## config.mk

```make
export PLATFORM = sky130hd
export DESIGN_NAME = imem_loader
export DESIGN_NICKNAME = d
export VERILOG_FILES = /design/src/rtl/imem_loader.sv
export SDC_FILE = /design/constraint.sdc
export NUM_CORES = 1
export LEC_CHECK = 0
export ABC_AREA = 0
export ABC_CLOCK_PERIOD_IN_PS = 3750
export BUFFER_PORTS_ARGS = -buffer_cell sky130_fd_sc_hd__buf_2
export CAP_MARGIN = 15
export CORE_ASPECT_RATIO = 1.2
export CORE_MARGIN = 8
export CORE_UTILIZATION = 30
export CTS_CLUSTER_DIAMETER = 60
export DETAILED_ROUTE_END_ITERATION = 16
export PLACE_DENSITY = 0.52
export REMOVE_ABC_BUFFERS = 1
export SYNTH_ARGS = -nofsm -noshare
export SYNTH_HDL_FRONTEND = slang
export SYNTH_SLANG_ARGS = --single-unit
```

## constraint.sdc

```tcl
create_clock -name clk -period 3.75 [get_ports clk]
set_input_delay 0.375 -clock clk [delete_from_list [all_inputs] [get_ports clk]]
set_output_delay 0.375 -clock clk [all_outputs]
set_load 0.02 [all_outputs]
```

## src/rtl/imem_loader.sv

```systemverilog
// imem_loader: streams a length-prefixed big-endian byte image into instruction memory, holding the core until complete.
// Define IMEM_LOADER_CHECKSUM_EN to expect a trailing XOR checksum byte after the payload.
module imem_loader #(
    parameter int ADDR_WIDTH = 8
) (
    input  logic                  clk,
    input  logic                  reset,
    input  logic                  start,
    input  logic [7:0]            rx_data,
    input  logic                  rx_valid,
    output logic                  rx_ready,
    output logic                  imem_we,
    output logic [ADDR_WIDTH-1:0] imem_addr,
    output logic [31:0]           imem_wdata,
    output logic                  core_hold,
    output logic                  busy,
    output logic                  done,
    output logic                  error
);

    localparam logic [16:0] DEPTH = 17'(2 ** ADDR_WIDTH);

    typedef enum logic [2:0] {
        S_IDLE,
        S_LEN_HI,
        S_LEN_LO,
        S_DATA,
`ifdef IMEM_LOADER_CHECKSUM_EN
        S_CHK,
`endif
        S_DONE,
        S_ERR
    } state_t;

    state_t                state_q, state_d;
    logic [15:0]           len_q, len_d;
    logic [1:0]            byte_cnt_q, byte_cnt_d;
    logic [23:0]           asm_q, asm_d;
    logic [ADDR_WIDTH-1:0] word_idx_q, word_idx_d;
    logic                  we_q, we_d;
    logic [ADDR_WIDTH-1:0] addr_q, addr_d;
    logic [31:0]           wdata_q, wdata_d;
`ifdef IMEM_LOADER_CHECKSUM_EN
    logic [7:0]            chk_q, chk_d;
`endif

    logic        accept;
    logic        start_ok;
    logic [15:0] len_n;
    logic        len_ok;
    logic        last_word;

    assign accept    = rx_valid && rx_ready;
    assign start_ok  = start && !busy;
    assign len_n     = {len_q[15:8], rx_data};
    assign len_ok    = (len_n != 16'd0) && ({1'b0, len_n} <= DEPTH);
    // The word being written this cycle is the last one of the image.
    assign last_word = (17'(addr_q) + 17'd1) == {1'b0, len_q};

    always_ff @(posedge clk or negedge reset) begin
        if (!reset) begin
            state_q <= S_IDLE;
        end else begin
            state_q <= state_d;
        end
    end

    always_comb begin
        state_d = state_q;
        case (state_q)
            S_IDLE, S_DONE, S_ERR: if (start_ok) state_d = S_LEN_HI;
            S_LEN_HI: if (accept) state_d = S_LEN_LO;
            S_LEN_LO: if (accept) state_d = len_ok ? S_DATA : S_ERR;
            S_DATA: begin
                // Leave only after the final write strobe, so the image is committed before release.
                if (we_q && last_word) begin
`ifdef IMEM_LOADER_CHECKSUM_EN
                    state_d = S_CHK;
`else
                    state_d = S_DONE;
`endif
                end
            end
`ifdef IMEM_LOADER_CHECKSUM_EN
            S_CHK: if (accept) state_d = (rx_data == chk_q) ? S_DONE : S_ERR;
`endif
            default: state_d = S_IDLE;
        endcase
    end

    always_comb begin
        rx_ready  = 1'b0;
        busy      = 1'b0;
        core_hold = 1'b1;
        done      = 1'b0;
        error     = 1'b0;
        case (state_q)
            S_LEN_HI, S_LEN_LO, S_DATA: begin
                busy     = 1'b1;
                rx_ready = !we_q;
            end
`ifdef IMEM_LOADER_CHECKSUM_EN
            S_CHK: begin
                busy     = 1'b1;
                rx_ready = !we_q;
            end
`endif
            S_DONE: begin
                done      = 1'b1;
                core_hold = 1'b0;
            end
            S_ERR:   error = 1'b1;
            default: ;
        endcase
    end

    always_comb begin
        len_d      = len_q;
        byte_cnt_d = byte_cnt_q;
        asm_d      = asm_q;
        word_idx_d = word_idx_q;
        we_d       = 1'b0;
        addr_d     = addr_q;
        wdata_d    = wdata_q;
`ifdef IMEM_LOADER_CHECKSUM_EN
        chk_d      = chk_q;
`endif
        if (start_ok) begin
            byte_cnt_d = 2'd0;
            word_idx_d = '0;
`ifdef IMEM_LOADER_CHECKSUM_EN
            chk_d      = 8'd0;
`endif
        end
        if (accept) begin
            case (state_q)
                S_LEN_HI: len_d[15:8] = rx_data;
                S_LEN_LO: len_d[7:0]  = rx_data;
                S_DATA: begin
`ifdef IMEM_LOADER_CHECKSUM_EN
                    chk_d = chk_q ^ rx_data;
`endif
                    byte_cnt_d = byte_cnt_q + 2'd1;
                    if (byte_cnt_q == 2'd3) begin
                        we_d       = 1'b1;
                        addr_d     = word_idx_q;
                        wdata_d    = {asm_q, rx_data};
                        word_idx_d = word_idx_q + 1'b1;
                    end else begin
                        asm_d = {asm_q[15:0], rx_data};
                    end
                end
                default: ;
            endcase
        end
    end

    always_ff @(posedge clk or negedge reset) begin
        if (!reset) begin
            len_q      <= 16'd0;
            byte_cnt_q <= 2'd0;
            asm_q      <= 24'd0;
            word_idx_q <= '0;
            we_q       <= 1'b0;
            addr_q     <= '0;
            wdata_q    <= 32'd0;
`ifdef IMEM_LOADER_CHECKSUM_EN
            chk_q      <= 8'd0;
`endif
        end else begin
            len_q      <= len_d;
            byte_cnt_q <= byte_cnt_d;
            asm_q      <= asm_d;
            word_idx_q <= word_idx_d;
            we_q       <= we_d;
            addr_q     <= addr_d;
            wdata_q    <= wdata_d;
`ifdef IMEM_LOADER_CHECKSUM_EN
            chk_q      <= chk_d;
`endif
        end
    end

    assign imem_we    = we_q;
    assign imem_addr  = addr_q;
    assign imem_wdata = wdata_q;

endmodule

```

; Yosys cells after proc, flatten, opt, wreduce, memory -nomap -nowiden
; Index checks and enable logic that the tools add are counted.
[word_totals]
elab_cells = 61
output_inout_bits = 46
ff_bits = 94
[op_classes]
n_reduce_logical = 15
mux = 21
magnitude_cmp = 1
n_addsub = 3
bitwise_logic = 1
eq_ne = 11
[op_table]
columns = op, count
row1 = 2-to-1 mux 8 bit, 4
row2 = equality test 9 x 16 -> 1 bit, 1
row3 = "less-or-equal comparator 16 x 9 -> 1 bit, second input constant", 1
row4 = nonzero test 16 bit, 1
row5 = 2-to-1 mux 3 bit, 5
row6 = one-hot mux 3 bit (4 select lines), 1
row7 = "adder 8 x 1 -> 9 bit, second input constant", 1
row8 = "adder 8 x 1 -> 8 bit, second input constant", 1
row9 = 2-to-1 mux 1 bit, 8
row10 = "inequality test 2 bit, second input constant", 4
row11 = "equality test 3 x 2 -> 1 bit, second input constant", 2
row12 = "equality test 3 bit, second input constant", 2
row13 = 2-to-1 mux 2 bit, 3
row14 = AND reduction 3 bit, 2
row15 = OR reduction 3 bit, 2
row16 = logical AND 1 bit, 4
row17 = AND reduction 2 bit, 2
row18 = AND reduction 4 bit, 1
row19 = "equality test 3 x 1 -> 1 bit, second input constant", 1
row20 = zero test 3 bit, 1
row21 = "adder 2 x 1 -> 2 bit, second input constant", 1
row22 = "equality test 2 bit, second input constant", 1
row23 = zero test 1 bit, 2
row24 = NOT 1 bit, 1

; Logic depth before layout (Yosys ltp)
; Gate-level depths: netlist of run 1.
[depth]
depth_word = 9
depth_mapped = 8
mapped_depth_nobuf = 7

; Worst setup path before layout of run 1
; OpenSTA, ideal clock, no wires.
[synth_path]
kind = register to register
from = register len_q[12]
to = register state_q[1]
t_arrival_ps = 1732
path_stages_with_launch = 6
period_less_slack_ps = 1836
path_slack_ps = 1914
required_time_ps = 3646
path_buffers = 0
cell_sequence = dfrtp_1 > or4_4 > nor4_4 > a311oi_1 > or4b_1 > o311ai_1
[synth_between]
elab_chain_len = 5
word_cells_on_any_way = 10
classes_between = order compare (1) / eq/ne (2) / mux (3) / reduce/logical (4)
[synth_rtl]
columns = element, line
row1 = from (decl), 36  ; logic [15:0] len_q, len_d;
row2 = from (signal assigned), 171  ; len_q <= len_d;
row3 = less-or-equal comparator 16 x 9 -> 1 bit / nonzero test 16 bit (equally long branches), 56  ; assign len_ok = (len_n != 16'd0) && ({1'b0, len_n} <= DEPTH);
row4 = logical AND 1 bit, 56
row5 = 2-to-1 mux 3 bit (2 in series), 73  ; S_LEN_LO: if (accept) state_d = len_ok ? S_DATA : S_ERR;
row6 = one-hot mux 3 bit (4 select lines), 70  ; case (state_q)
row7 = to (signal assigned), 64  ; state_q <= state_d;
row8 = to (decl), 35  ; state_t state_q, state_d;
; Several ways; a longest one is shown, not always the timed one. The select of a mux whose other input is x is not followed.
; A chain may end at the register's enable or synchronous reset.

; Worst setup path in the final report of run 1
[layout_path]
from = register state_q[2]
to = register word_idx_q[6]
[layout_between]
elab_chain_len = 9
word_cells_on_any_way = 13
classes_between = eq/ne (3) / mux (6) / reduce/logical (4)
[layout_rtl]
columns = element, line
row1 = "equality test 3 x 1 -> 1 bit, or another cell as far along", 97  ; case (state_q)
row2 = OR reduction 3 bit, 97
row3 = 2-to-1 mux 1 bit, 97
row4 = zero test 1 bit, 54  ; assign start_ok = start && !busy;
row5 = logical AND 1 bit, 54
row6 = 2-to-1 mux 8 bit, 128  ; if (start_ok) begin
row7 = 2-to-1 mux 8 bit, 144  ; if (byte_cnt_q == 2'd3) begin
row8 = 2-to-1 mux 8 bit, 136  ; case (state_q)
row9 = 2-to-1 mux 8 bit *, 135  ; if (accept) begin
row10 = named net word_idx_d[6], 39  ; logic [ADDR_WIDTH-1:0] word_idx_q, word_idx_d;
row11 = to (signal assigned), 174  ; word_idx_q <= word_idx_d;
row12 = to (decl), 39
; The timed path passes the listed nets; every way through them passes the cells marked *.

==> impl_metrics.yaml, run 1 <==
placed_design:
  hpwl_um: 6390
  place_ws_ns: 1.57
  gpl.final_weighted_congestion: 0.756
  io_buffer_count: 57
  dpl.cell_count: 586
die:
  core-area_mm2: 0.0132
  die_width_um: 122
  die-height_um: 143
  num_rows: 46
  initial_util_pct: 30.7
  design.portCount: 58
  die_footprint_mm2: 0.0175
yosys:
  synthCells: 375
  synth_area_mm2: 0.00406
  synth_ff_type: "sky130_fd_sc_hd__dfrtp_1"
  combinational_family_with_the_most_area_after_synthesis: "simple AND/OR/NAND/NOR gates"
  share_of_synthesized_area_spent_on_multiplexers_pct: 11.6
  synth_fa_ha_area_share_pct: 0.924
  synth-xor-area-share_pct: 2.16
  netlist-cell-type-count: 50
  synthesis.area_per_instance_um2: 10.8
  synth-async-reset-ratio_pct: 100
  synth-edff-count: 0
  post_synth_and_or_nand_nor_area_fraction_pct: 20.1
  synth_compound_gate_area_share_pct: 4.65
  yosys_register_bits: 94
  ys_warn_count: 0
  seq_area_frac_synth_pct: 57.9
routing:
  routed_via_density: 4.67
  first_pass_iters: 4
  remaining_drc_errors: 0
  ant_nets: 0
  routed-via-count: 2810
  sum_of_routed_wire_length_over_all_layers_um: 9130
  post_drt_wl_per_cell_um: 15.2
  first_iter_violations: 147
critical_path:
  cp_data_required_time_ns: 3.98
  worst-path-buf-inv: 1
  worstSetupStartpoint: "state_q[2]"
  cp_slowest_stage_delay_ns: 0.50
  critical_path.endpoint: "word_idx_q[6]"
  top_delay_family_on_crit_path: "simple AND/OR/NAND/NOR gates"
  arrival_ns: 2.39
  largest_driver_fanout_on_the_critical_path: 45
  critical_path.reg2reg.endpoint: "word_idx_q[6]"
  crit_path_max_delay_cell_type: "sky130_fd_sc_hd__or3_2"
  r2r_setup_slack_ns: 1.59
  worstSetupEndpointType: "register"
  crit_cells: 6
  type_of_the_worst_setup_path: "reg -> reg"
  setup.worst_path.start_class: "register"
  path_cells: "nand4bb_1 -> or3_2 -> clkinv_4 -> and4_4 -> nand3_1 -> mux2i_1"
  worst_r2r_startpoint: "state_q[2]"
  reg2regPathDepth: 6
sta:
  fmaxAchievable_mhz: 463
  whs_ns: 0.166
  fin_crit_share_pct: 57.6
  rel_slew_slack_pct: 29.3
  grt_setup_unrepaired: "false"
  total_negative_slack_for_setup_checks_ns: 0
  finalSetupViolCount: 0
  post-route-worst-setup-slack_ns: 1.59
  finalHoldViolCount: 0
  skew_ns: 0.00816
  period_needed_ns: 2.16
  tightest_slew_ns: 1.06
  slew_violations: 0
layout:
  antenna_cells: 0
  most-common-layout-cells: "126 x sky130_fd_sc_hd__nand2_1, 94 x sky130_fd_sc_hd__dfrtp_1, 56 x sky130_fd_sc_hd__buf_2"
  fin_cells: 602
  mostFrequentLayoutCell: "sky130_fd_sc_hd__nand2_1"
  nets: 444
  area_growth_syn_to_layout_pct: 18.8
  drive_above_1_share_pct: 22.1
clock_network:
  post_cts.repair.setup_buffers: 0
  cts_repair_resize_count: 0
  cts-buffers-inserted: 9
  clk_pin_slew_worst_paths_ns: 0.07
  post_cts_hold_fix_bufs: 0
  clock_latency_ns: 0.34
  tritoncts_num_sinks: 94
  tritoncts: "done"
  root_buffer: "sky130_fd_sc_hd__clkbuf_16"
  cts.htree.levels: 3
  clock_buffer_depth: 2
power_and_ir_drop:
  cellPowerDensity_mw_per_mm2: 792
  power.net_switching_uw: 1330
  share_comb_of_total_power_pct: 29.8
  power_leakage_uw: 0.00240
  swShare_pct: 34.8
  totalPowerFinal_uw: 3820
  vdd_ir_drop_max_mv: 0.270
  power_frac_seq_pct: 44.4
  cellInternalPower_uw: 2490
  power.clock.fraction_pct: 25.9
grt:
  grt_pass1_vias: 2907
  grt_overflow_total: 0
  grt_first_pass_wirelength_um: 15200
  globalRouteTotalUtil_pct: 11.0
  initial_antenna_violation_count: 0
  grt_start_max_net_pins: 74
run_status:
  result_of_the_run: "finished, final reports clean"
worst_hold_path:
  min_path_type: "in -> async"
flow_run:
  drv.max_cap_violation_count: 0
==> layer usage <==
metal	track usage (%)	wire length, µm
met1	13.6	4210
met2	18.0	4240
met3	3.02	548
met4	3.92	128
met5	0	0
==> synth_stat cells, drive strengths merged, types with 2 or more instances <==
| cell | n | area (µm²) |
|---|---|---|
| buf | 11 | 52.6 |
| xnor2 | 4 | 35.0 |
| xor2 | 6 | 52.6 |
| and3 | 3 | 18.8 |
| and4 | 3 | 28.8 |
| inv | 7 | 26.3 |
| a31oi | 3 | 18.8 |
| mux2i | 2 | 20.0 |
| dfrtp | 94 | 2350 |
| or3 | 3 | 18.8 |
| a21oi | 3 | 15.0 |
| a31o | 2 | 17.5 |
| nand3 | 10 | 50.1 |
| nand2 | 126 | 473 |
| ha | 3 | 37.5 |
| clkbuf | 5 | 18.8 |
| nand4 | 4 | 25.0 |
| o21ai | 7 | 35.0 |
| nor4 | 4 | 55.1 |
| nor2 | 8 | 30.0 |
| nor2b | 3 | 18.8 |
| mux2 | 40 | 450 |
| nand2b | 4 | 25.0 |
==> stage by stage <==
step                      util, %  cell area [µm²]
final                        36.4             4820
after global routing         36.4             4820
after CTS                    36.4             4820
after detailed placement     34.0             4500
after global placement       34.0             4500
after floorplan                 -             3990
==> final cells by class <==
cell class	instances	area [µm²]
multi-input combinational	257	1600
timing repair buffer	59	303
tap	168	210
fill	1354	8410
sequential	94	2350
inverter	8	35.0
clock inverter	6	92.6
clock buffer	10	229
==> kinds of logic after synthesis <==
kind of cell,Yosys count
simple gates,177
mux,42
buf+inv,24
flops,94
compound gates,25
fa+ha+maj,3
xor+xnor,10
==> power groups by stage <==
stage	Sequential, µW	Combinational (µW)	Clock (µW)
3_3_place_gp	1700	1130	0
6_report	1700	1140	989
4_1_cts	1710	1170	1010
2_1_floorplan	1830	638	0
5_1_grt	1760	1270	1060
3_5_place_dp	1720	1170	0
==> flip-flops by register name, indices dropped and copies added (netlist names) <==
name,cells
byte_cnt_q,2
asm_q,24
imem_wdata,32
word_idx_q,8
state_q,3
imem_we,1
imem_addr,8
len_q,16
==> worst reg2reg max path: stages (launching register included) <==
cell                        delay (ns)
sky130_fd_sc_hd__dfrtp_1          0.47
sky130_fd_sc_hd__nand4bb_1        0.28
sky130_fd_sc_hd__or3_2            0.50
sky130_fd_sc_hd__clkinv_4         0.28
sky130_fd_sc_hd__and4_4           0.30
sky130_fd_sc_hd__nand3_1          0.10
sky130_fd_sc_hd__mux2i_1          0.13
==> worst min path at each step <==
stage                               from             end  slack (ns)  cells after the start
after global routing               reset      state_q[2]        0.24                      1
after global placement         asm_q[22]  imem_wdata[30]        0.45                      2
after floorplan                    reset        asm_q[0]        0.08                      0
after detailed placement  imem_wdata[17]  imem_wdata[17]        0.46                      2
after CTS                          reset      state_q[2]        0.22                      1
final                              reset        len_q[7]        0.17                      1
No activity file was read; power rests on OpenSTA's default activity.
==> run 2: changes to the inputs <==
ABC_CLOCK_PERIOD_IN_PS = 2100   (was 3750)
clock period = 2.1 ns   (was 3.75 ns; I/O delays follow)
==> impl_metrics.yaml, run 2 (synthesis gave the netlist of run 1 again) <==
run_status:
  result_of_the_run: "finished, final reports clean"
clock_network:
  tritoncts: "done"
  clock_latency_ns: 0.33
  root_buffer: "sky130_fd_sc_hd__clkbuf_16"
  clock_buffer_depth: 2
  cts.htree.levels: 3
  post_cts.repair.setup_buffers: 0
  cts-buffers-inserted: 9
  clk_pin_slew_worst_paths_ns: 0.07
  tritoncts_num_sinks: 94
power_and_ir_drop:
  power.clock.fraction_pct: 24.8
  power.net_switching_uw: 2320
  totalPowerFinal_uw: 6800
  power_leakage_uw: 0.00245
  cellInternalPower_uw: 4480
  swShare_pct: 34.1
  power_frac_seq_pct: 44.0
  vdd_ir_drop_max_mv: 0.440
  cellPowerDensity_mw_per_mm2: 1390
  share_comb_of_total_power_pct: 31.2
critical_path:
  arrival_ns: 2.23
  setup.worst_path.start_class: "register"
  cp_slowest_stage_delay_ns: 0.54
  top_delay_family_on_crit_path: "simple AND/OR/NAND/NOR gates"
  worstSetupEndpointType: "register"
  crit_path_max_delay_cell_type: "sky130_fd_sc_hd__or4_4"
  worst-path-buf-inv: 0
  largest_driver_fanout_on_the_critical_path: 3
  path_cells: "or4_4 -> nor4_4 -> a311oi_2 -> or4b_1 -> o311ai_1"
  type_of_the_worst_setup_path: "reg -> reg"
  cp_data_required_time_ns: 2.33
flow_run:
  drv.max_cap_violation_count: 0
routing:
  routed-via-count: 2807
  ant_nets: 0
  remaining_drc_errors: 0
  post_drt_wl_per_cell_um: 14.7
  routed_via_density: 4.61
  first_iter_violations: 94
  sum_of_routed_wire_length_over_all_layers_um: 8970
  first_pass_iters: 5
sta:
  fmaxAchievable_mhz: 500
  finalHoldViolCount: 0
  grt_setup_unrepaired: "false"
  period_needed_ns: 2.00
  skew_ns: 0.00718
  tightest_slew_ns: 0.515
  rel_slew_slack_pct: 65.7
  fin_crit_share_pct: 95.2
  finalSetupViolCount: 0
  slew_violations: 0
grt:
  grt_first_pass_wirelength_um: 15300
  globalRouteTotalUtil_pct: 11.0
  grt_overflow_total: 0
  grt_start_max_net_pins: 95
  initial_antenna_violation_count: 0
  grt_pass1_vias: 2937
layout:
  antenna_cells: 0
  utilization_pct: 37.0
  most-common-layout-cells: "126 x sky130_fd_sc_hd__nand2_1, 94 x sky130_fd_sc_hd__dfrtp_1, 56 x sky130_fd_sc_hd__buf_2"
  fin_area_mm2: 0.00489
  filler_cell_count: 1362
  drive_above_1_share_pct: 23.4
  mostFrequentLayoutCell: "sky130_fd_sc_hd__nand2_1"
  number_of_flip_flops_under_the_largest_register_name: 32
  area_growth_syn_to_layout_pct: 20.6
  nets: 453
  fin_cells: 609
worst_hold_path:
  min_path_type: "in -> reg"
placed_design:
  gpl.final_weighted_congestion: 0.792
  dpl.cell_count: 594
  placed_area_mm2: 0.00458
  io_buffer_count: 57
  hpwl_um: 6290
die:
  die_width_um: 122
  initial_util_pct: 30.7
  die-height_um: 143
  die_footprint_mm2: 0.0175
  design.portCount: 58
  core-area_mm2: 0.0132
  num_rows: 46
## run 2: cell types whose count changed in the layout (fill, tap and decap cells not counted)
cell / before / now
sky130_fd_sc_hd__clkinv_2: 0 / 1
sky130_fd_sc_hd__buf_4: 3 / 10
sky130_fd_sc_hd__a311oi_2: 0 / 1
sky130_fd_sc_hd__a311oi_1: 1 / 0
sky130_fd_sc_hd__buf_12: 0 / 1
sky130_fd_sc_hd__clkinv_4: 1 / 2
sky130_fd_sc_hd__dlygate4sd3_1: 0 / 1
sky130_fd_sc_hd__inv_6: 2 / 0
sky130_fd_sc_hd__clkinvlp_4: 2 / 0
## run 2: path summary, 6_finish.rpt
| kind | from | endpoint | slack [ns] | cells past startpoint |
|---|---|---|---|---|
| max | len_q[12] | state_q[1] | 0.10 | 5 |
| min | rx_data[7] | imem_wdata[7] | 0.13 | 3 |
| max reg2reg | len_q[12] | state_q[1] | 0.10 | 5 |
| min reg2reg | asm_q[21] | imem_wdata[29] | 0.46 | 2 |
| max in group asynchronous | reset | imem_wdata[16] | 1.25 | 3 |
| min in group asynchronous | reset | word_idx_q[1] | 0.45 | 3 |
## run 2: metrics by stage
stage | hold slack [ns] | setup WS [ns] | setup TNS (ns)
6_report | 0.133 | 0.100 | 0
2_1_floorplan | -0.0856 | -0.529 | -7.82
5_1_grt | 0.143 | 0.00555 | 0
3_3_place_gp | 0.302 | 0.163 | 0
3_5_place_dp | 0.288 | 0.141 | 0
4_1_cts | 0.126 | 0.123 | 0
## run 2: timing repair
| item | in CTS | in global routing |
|---|---|---|
| hold endpoints to repair | 94 | 0 |
| hold buffers | 1 | 0 |
| resized for setup | 0 | 1 |
| setup endpoints to repair | 0 | 1 |
## run 2: cell type report
type | instances | area [µm²] | share of cell area (%)
clock buffer | 10 | 229 | 4.68
clock inverter | 4 | 73.8 | 1.51
inverter | 8 | 35.0 | 0.716
multi-input combinational | 257 | 1610 | 32.9
sequential | 94 | 2350 | 48.1
tap | 168 | 210 | 4.29
timing repair buffer | 68 | 385 | 7.87
## run 2: worst reg2reg max path: cells and delay by family (launching register included)
kind / cells / cell delay [ns]
compound gates: 2 / 0.28
flops: 1 / 0.37
simple gates: 3 / 1.25
## run 2: power groups by stage
stage / Sequential [µW] / Combinational (µW) / Clock (µW)
after global routing: 3120 / 2390 / 1820
after detailed placement: 3040 / 2170 / 0
after global placement: 3000 / 2120 / 0
after floorplan: 3270 / 1140 / 0
final: 3000 / 2120 / 1690
after CTS: 3010 / 2180 / 1750
## run 2: layer usage
layer	share of wire [%]	vias to the layer above	GRT usage, %
li1	-	1382	-
met1	45	1363	13.5
met2	48	53	17.9
met3	5.6	9	3.38
met4	1.4	0	3.92
met5	0	-	0
==> run 3: changes to the inputs <==
CORE_MARGIN = unset   (was 8)
CORE_UTILIZATION = 57   (was 30)
PLACE_DENSITY = 0.84   (was 0.52)
==> impl_metrics.yaml, run 3 (synthesis gave the netlist of run 1 again) <==
run_status:
  result_of_the_run: "finished, final reports clean"
placed_design:
  place_ws_ns: 0.0657
  io_buffer_count: 57
  gpl.final_weighted_congestion: 0.814
  placed_area_mm2: 0.00446
  hpwl_um: 5530
critical_path:
  cp_slowest_stage_delay_ns: 0.54
  setup.worst_path.start_class: "register"
  arrival_ns: 2.29
  path_cells: "or4_4 -> nor4_4 -> a311oi_1 -> or4b_1 -> o311ai_1"
  worstSetupEndpointType: "register"
  cp_data_required_time_ns: 2.35
  largest_driver_fanout_on_the_critical_path: 3
  top_delay_family_on_crit_path: "simple AND/OR/NAND/NOR gates"
  type_of_the_worst_setup_path: "reg -> reg"
  crit_path_max_delay_cell_type: "sky130_fd_sc_hd__or4_4"
  worst-path-buf-inv: 0
clock_network:
  tritoncts_num_sinks: 94
  cts_repair_resize_count: 0
  clk_pin_slew_worst_paths_ns: 0.09
  post_cts.repair.setup_buffers: 0
  clock_buffer_depth: 2
  tritoncts: "done"
  clock_latency_ns: 0.36
  cts-buffers-inserted: 9
  root_buffer: "sky130_fd_sc_hd__clkbuf_8"
  cts.htree.levels: 3
grt:
  grt_overflow_total: 0
  grt_pass1_vias: 2950
  initial_antenna_violation_count: 0
  grt_start_max_net_pins: 55
  globalRouteTotalUtil_pct: 23.4
  grt_first_pass_wirelength_um: 13400
sta:
  whs_ns: 0.114
  total_negative_slack_for_setup_checks_ns: 0
  finalSetupViolCount: 0
  finalHoldViolCount: 0
  fin_crit_share_pct: 97.3
  period_needed_ns: 2.04
  rel_slew_slack_pct: 65.0
  slew_violations: 0
  tightest_slew_ns: 0.525
  fmaxAchievable_mhz: 489
  post-route-worst-setup-slack_ns: 0.0564
  skew_ns: 0.0109
  grt_setup_unrepaired: "true"
power_and_ir_drop:
  power_leakage_uw: 0.00241
  swShare_pct: 35.4
  power_frac_seq_pct: 46.4
  cellInternalPower_uw: 4180
  cellPowerDensity_mw_per_mm2: 1380
  vdd_ir_drop_max_mv: 0.671
  power.net_switching_uw: 2290
  share_comb_of_total_power_pct: 32.7
  power.clock.fraction_pct: 20.9
  totalPowerFinal_uw: 6470
die:
  die_footprint_mm2: 0.00747
  design.portCount: 58
  die-height_um: 94.5
  num_rows: 33
  die_width_um: 79.0
  initial_util_pct: 59.2
  core-area_mm2: 0.00685
routing:
  ant_nets: 0
  sum_of_routed_wire_length_over_all_layers_um: 7910
  routed-via-count: 2866
  post_drt_wl_per_cell_um: 15.0
  first_pass_iters: 6
  remaining_drc_errors: 0
  routed_via_density: 5.43
  first_iter_violations: 152
flow_run:
  drv.max_cap_violation_count: 0
layout:
  antenna_cells: 0
  number_of_flip_flops_under_the_largest_register_name: 32
  mostFrequentLayoutCell: "sky130_fd_sc_hd__nand2_1"
  most-common-layout-cells: "126 x sky130_fd_sc_hd__nand2_1, 94 x sky130_fd_sc_hd__dfrtp_1, 56 x sky130_fd_sc_hd__buf_2"
  drive_above_1_share_pct: 22.9
  fin_area_mm2: 0.00470
  area_growth_syn_to_layout_pct: 15.8
  nets: 451
worst_hold_path:
  min_path_type: "in -> reg"
run 3: changes by cell type in the layout (fill, tap and decap cells not counted):
cell,previous run,this run
sky130_fd_sc_hd__a311oi_1,0,1
sky130_fd_sc_hd__a311oi_2,1,0
sky130_fd_sc_hd__buf_4,10,8
sky130_fd_sc_hd__clkbuf_16,9,0
sky130_fd_sc_hd__clkbuf_8,0,11
sky130_fd_sc_hd__clkinv_2,1,0
sky130_fd_sc_hd__inv_6,0,1
sky130_fd_sc_hd__or3_1,2,3
sky130_fd_sc_hd__or3_2,1,0
run 3: final timing paths:
check	slack (ns)	startpoint	endpoint	cells after the start
max	0.06	len_q[13]	state_q[1]	5
min	0.11	rx_data[0]	imem_wdata[0]	3
max reg2reg	0.06	len_q[13]	state_q[1]	5
min reg2reg	0.47	asm_q[22]	imem_wdata[30]	2
max in group asynchronous	1.09	reset	imem_addr[5]	3
min in group asynchronous	0.36	reset	imem_wdata[26]	2
run 3: metrics by stage:
step / std cells / util [%]
after floorplan: 359 / -
after global placement: 511 / 65.0
final: 528 / 68.6
after CTS: 528 / 68.6
after detailed placement: 511 / 65.0
after global routing: 528 / 68.6
run 3: worst reg2reg max path: stages, from the launching register on:
cell	delay, ns
sky130_fd_sc_hd__dfrtp_1	0.40
sky130_fd_sc_hd__or4_4	0.54
sky130_fd_sc_hd__nor4_4	0.20
sky130_fd_sc_hd__a311oi_1	0.19
sky130_fd_sc_hd__or4b_1	0.50
sky130_fd_sc_hd__o311ai_1	0.11
run 3: final cells by class:
class                      count  area, µm²
clock buffer                  12        155
clock inverter                 4       77.6
fill                         525       2150
inverter                       8       35.0
multi-input combinational    257       1600
sequential                    94       2350
tap                           87        109
timing repair buffer          66        370
run 3: power by group through the flow:
stage / Sequential [µW] / Combinational [µW] / Clock (µW)
3_3_place_gp: 2980 / 2020 / 0
6_report: 3000 / 2120 / 1350
4_1_cts: 3000 / 2150 / 1380
2_1_floorplan: 3270 / 1140 / 0
3_5_place_dp: 3030 / 2130 / 0
5_1_grt: 3090 / 2340 / 1440
run 3: timing repair:
action                                 in CTS  in global routing
setup endpoints to repair                   0                  1
endpoints found under the hold margin      40                  0
hold buffers                                1                  0
run 3: layer usage:
layer | up-vias | wire (µm) | track usage, %
li1 | 1374 | - | -
met1 | 1406 | 3380 | 28.3
met2 | 75 | 4080 | 40.1
met3 | 11 | 341 | 3.67
met4 | 0 | 112 | 12.7
met5 | - | 0 | 0
